--- src/rtl/stack_controller.sv ---
// rtl/stack_controller.sv - multicycle Moore control unit for the 8-bit stack-machine datapath
//
// Ports:
//   clk, rst          rising-edge clock, asynchronous active-high reset
//   opcode[2:0]       IR[7:5] from the datapath
//   pcWrite .. tos    single-bit datapath control strobes
//   ALUOp[1:0]        00 add, 01 sub, 10 and, 11 not
//   state[3:0]        current state encoding (debug)
//   instr_done        high during the final cycle of every instruction

module stack_controller (
    input  logic       clk,
    input  logic       rst,
    input  logic [2:0] opcode,
    output logic       pcWrite,
    output logic       pcWriteCond,
    output logic       pcSrc,
    output logic       IorD,
    output logic       memRead,
    output logic       memWrite,
    output logic       IRWrite,
    output logic       MtoS,
    output logic       ldA,
    output logic       ldB,
    output logic       srcA,
    output logic       srcB,
    output logic       push,
    output logic       pop,
    output logic       tos,
    output logic [1:0] ALUOp,
    output logic [3:0] state,
    output logic       instr_done
);

    typedef enum logic [3:0] {
        S_IF      = 4'd0,
        S_ID      = 4'd1,
        S_POP_A   = 4'd2,
        S_POP_B   = 4'd3,
        S_EXEC    = 4'd4,
        S_WB      = 4'd5,
        S_MEM_RD  = 4'd6,
        S_PUSH_WB = 4'd7,
        S_MEM_WR  = 4'd8,
        S_JMP     = 4'd9,
        S_JZ_TOS  = 4'd10,
        S_JZ_BR   = 4'd11
    } state_t;

    state_t     r_state;
    state_t     w_next;
    // ALU function is latched in ID so the EXEC output depends on state
    // registers only, keeping the machine strictly Moore.
    logic [1:0] r_alu_op;

    always_ff @(posedge clk or posedge rst) begin
        if (rst) begin
            r_state  <= S_IF;
            r_alu_op <= 2'b00;
        end else begin
            r_state <= w_next;
            if (r_state == S_ID) begin
                r_alu_op <= opcode[1:0];
            end
        end
    end

    always_comb begin
        w_next = S_IF;
        case (r_state)
            S_IF: w_next = S_ID;
            S_ID: begin
                case (opcode)
                    3'b100:  w_next = S_MEM_RD;
                    3'b110:  w_next = S_JMP;
                    3'b111:  w_next = S_JZ_TOS;
                    default: w_next = S_POP_A;
                endcase
            end
            S_POP_A: begin
                case (opcode)
                    3'b011:  w_next = S_EXEC;
                    3'b101:  w_next = S_MEM_WR;
                    default: w_next = S_POP_B;
                endcase
            end
            S_POP_B:   w_next = S_EXEC;
            S_EXEC:    w_next = S_WB;
            S_MEM_RD:  w_next = S_PUSH_WB;
            S_JZ_TOS:  w_next = S_JZ_BR;
            // WB, PUSH_WB, MEM_WR, JMP, JZ_BR and unused encodings return to fetch
            default:   w_next = S_IF;
        endcase
    end

    always_comb begin
        pcWrite     = 1'b0;
        pcWriteCond = 1'b0;
        pcSrc       = 1'b0;
        IorD        = 1'b0;
        memRead     = 1'b0;
        memWrite    = 1'b0;
        IRWrite     = 1'b0;
        MtoS        = 1'b0;
        ldA         = 1'b0;
        ldB         = 1'b0;
        srcA        = 1'b0;
        srcB        = 1'b0;
        push        = 1'b0;
        pop         = 1'b0;
        tos         = 1'b0;
        ALUOp       = 2'b00;
        instr_done  = 1'b0;
        case (r_state)
            S_IF: begin
                // IR load and PC <= PC + 1 share this edge
                memRead = 1'b1;
                IRWrite = 1'b1;
                srcA    = 1'b1;
                srcB    = 1'b1;
                pcWrite = 1'b1;
            end
            S_POP_A: begin
                pop = 1'b1;
                ldA = 1'b1;
            end
            S_POP_B: begin
                pop = 1'b1;
                ldB = 1'b1;
            end
            S_EXEC:  ALUOp = r_alu_op;
            S_WB: begin
                push       = 1'b1;
                instr_done = 1'b1;
            end
            S_MEM_RD: begin
                IorD    = 1'b1;
                memRead = 1'b1;
            end
            S_PUSH_WB: begin
                MtoS       = 1'b1;
                push       = 1'b1;
                instr_done = 1'b1;
            end
            S_MEM_WR: begin
                IorD       = 1'b1;
                memWrite   = 1'b1;
                instr_done = 1'b1;
            end
            S_JMP: begin
                pcSrc      = 1'b1;
                pcWrite    = 1'b1;
                instr_done = 1'b1;
            end
            S_JZ_TOS: tos = 1'b1;
            S_JZ_BR: begin
                // branch qualification by Z happens in the datapath
                pcSrc       = 1'b1;
                pcWriteCond = 1'b1;
                instr_done  = 1'b1;
            end
            default: ;
        endcase
    end

    assign state = r_state;

endmodule

--- config.mk ---
export PLATFORM = sky130hd
export DESIGN_NAME = stack_controller
export DESIGN_NICKNAME = d
export VERILOG_FILES = /design/src/rtl/stack_controller.sv
export SDC_FILE = /design/constraint.sdc
export NUM_CORES = 1
export LEC_CHECK = 0
export BUFFER_PORTS_ARGS = -buffer_cell sky130_fd_sc_hd__buf_2
export CELL_PAD_IN_SITES_DETAIL_PLACEMENT = 1
export CELL_PAD_IN_SITES_GLOBAL_PLACEMENT = 2
export CORE_MARGIN = 2
export CORE_UTILIZATION = 26
export CTS_CLUSTER_SIZE = 16
export DETAILED_ROUTE_END_ITERATION = 8
export GPL_ROUTABILITY_DRIVEN = 0
export PLACE_DENSITY = 0.89
export REMOVE_ABC_BUFFERS = 1
export SYNTH_ARGS = -nofsm -noshare
export SYNTH_HDL_FRONTEND = slang
export SYNTH_SLANG_ARGS = --single-unit
--- constraint.sdc ---
create_clock -name clk -period 2.65 [get_ports clk]
set_input_delay 0.265 -clock clk [delete_from_list [all_inputs] [get_ports clk]]
set_output_delay 0.265 -clock clk [all_outputs]
set_load 0.02 [all_outputs]
==> impl_metrics.toml <==
[outcome]
outcome = "finished, final reports clean"

[synthesis]
yosysSeqAreaShare = 0.262
synth_cell_type_count = 29
ys_ff_latch = 6
synth.top_cell.area_share = 0.262
synth_top_cell_by_area = "dfrtp_1"
ys_top_cells_by_area = "dfrtp_1, nor4b_4, nor2b_1"
synth.avg_cell_area_sq_um = 8.43
netlist_area_sq_um = 573
synth_warnings = 0
syn_inst = 68

[min_path]
hold_class = "input port to register"
hp-start = "opcode[0]"

[final_layout]
area_growth_pct = 24.9
layout.area.seq_sq_um = 150
drive_gt1_frac = 0.356
nFillCells = 260
finalNetCount = 97
post-route-util = 0.354
multi_input_area_sq_um = 358
stdcell_area_sq_um = 716
antenna_cells = 0

[detailed_routing]
num_vias = 568
avgViaCountPerCell = 4.85
initialDrtViolationCount = 7
drt-total-wl_mm = 1.48
ant_nets = 0
drtPass1Iterations = 3
wl_per_cell_um = 12.7
drc = 0

[floorplanning]
die_x_um = 50.9
die_h_um = 50.9
floorplan.rows = 16
die_area_sq_um = 2600
io_pins = 27
core_area_sq_um = 2020
start_util = 0.283

[global_route]
grt_usage = 0.134
grt_pass1_vias = 586
grtUsageMet1 = 0.154
overflow = 0
grt_pass1_wl_mm = 2.72
grt_max_degree = 17
use_met2 = 0.242
top_usage_layer = "met2"
antenna_found_initial = 0
gr-usage-met3 = 0.0146

[timing]
hold_viol_final = 0
hold_ws_ns = 0.346
finalSetupViolCount = 0
rsz0062_at_grt = "no"
skew_ns = 0.000156
final.period_utilization = 0.717
worst_pin_slew_ns = 0.550
slew_headroom = 0.633
finalMaxSlewViolations = 0
max_freq_ghz = 0.526
layout_min_cycle_time_ns = 1.90

[clocking]
clock_latency_ns = 0.24
cts_buffer_depth = 2
cts_tree = "built"
cts_made_buffers = 3
cts.repair.resized = 0
cts-htree-levels = 1
clk_pin_slew_worst_paths_ns = 0.04
cts_sinks = 6
cts-root-buf = "clkbuf_4"

[placed_design]
dpl_cell_area_sq_um = 683
io_buffer_count = 26
post-dp-hpwl_mm = 1.13

[setup_path]
cp_cell_sequence = "nor4b_4 > buf_2"
path_delay_family = "flip-flops"
cp-end-kind = "output port"
crit_arrival_ns = 1.64
slowest_stage = "dfrtp_1"
path_max_fanout = 14
r2r-start = "state[0]"
crit_required_ns = 2.38
crit_start = "state[1]"
path_buf_inv = 1
crit_type = "register to output port"
worst_path_largest_cell_delay_ns = 0.66
start_kind = "register"

[power_and_ir_drop]
power.density_nw_per_um2 = 1230
p_leak_nw = 0.354
ir_worst_vdd_uv = 338
p_total_mw = 0.882

[job]
maxCapViolations = 0
-- state kept, by name, indices dropped and copies added (netlist names) --
| register | cells |
|---|---|
| state | 4 |
| r_alu_op | 2 |
-- through the flow --
stage          setup slack (ns)  cells  TNS, ns
5_1_grt                   0.580    117        0
4_1_cts                   0.733    117        0
2_1_floorplan           -0.0798     60   -0.240
3_3_place_gp               1.01    113        0
6_report                  0.749    117        0
3_5_place_dp              0.976    113        0
-- final cells by class --
class / count / area share
Tap cell: 27 / 0.0472
Inverter: 3 / 0.0157
Clock buffer: 3 / 0.0315
Sequential cell: 6 / 0.210
Timing Repair Buffer: 27 / 0.196
Multi-Input combinational cell: 51 / 0.500
-- kinds of logic after synthesis --
family                 after synthesis  synth area share
XOR/XNOR                             2            0.0306
buffers and inverters               11             0.114
AND/OR/NAND/NOR                     34             0.402
AO/OA/AOI/OAI                       11             0.118
flip-flops                           6             0.262
multiplexers                         4            0.0742
-- metal layers --
metal	vias up	part of all wire
met5	-	0
met4	0	0
met3	0	0.054
met2	18	0.51
met1	267	0.44
li1	283	-
-- synth_stat cells (all sizes together) --
cell	number
dfrtp	6
nor2	6
mux2	2
nand2b	3
nor2b	6
and2	2
nand4	1
o221ai	1
and3	2
nor4	2
o21ai	3
a22oi	1
nor3	3
clkbuf	2
o211ai	1
mux2i	2
nand3b	3
xor2	1
nor4b	2
nand2	3
a21oi	2
buf	6
inv	3
nand4b	1
xnor2	1
o22ai	3
-- cells in the final DEF (no fill, tap or decap), types with 3 or more instances in the layout --
| cell | netlist | layout |
|---|---|---|
| nand3b_1 | 3 | 3 |
| nor2b_1 | 5 | 5 |
| nor2_1 | 6 | 6 |
| inv_1 | 3 | 3 |
| nor3_1 | 3 | 3 |
| buf_2 | 1 | 26 |
| clkbuf_4 | 0 | 3 |
| nand2_1 | 3 | 3 |
| o22ai_1 | 3 | 3 |
| dfrtp_1 | 6 | 6 |
| o21ai_0 | 3 | 3 |
| nand2b_1 | 3 | 3 |
-- power breakdown --
group / switching (mW) / internal (mW)
clock: 0.0307 / 0.0511
combinational: 0.321 / 0.229
sequential: 0.119 / 0.131
-- final timing paths --
path / endpoint / slack (ns) / cells after the start
max in group asynchronous: state[2] / 1.96 / 3
worst min register to register: r_alu_op[0] / 0.48 / 1
min in group asynchronous: state[1] / 0.50 / 3
worst max register to register: r_alu_op[1] / 1.00 / 2
worst min-delay path: r_alu_op[0] / 0.35 / 2
worst max-delay path: ldA / 0.75 / 2
-- what timing repair did --
| action | in CTS | in global routing |
|---|---|---|
| hold buffers | 1 | 0 |
| hold endpoints to repair | 6 | 0 |
| endpoints found under the setup margin | 0 | 0 |
| setup buffers | 0 | 0 |
Power figures use the tool's default switching activity.
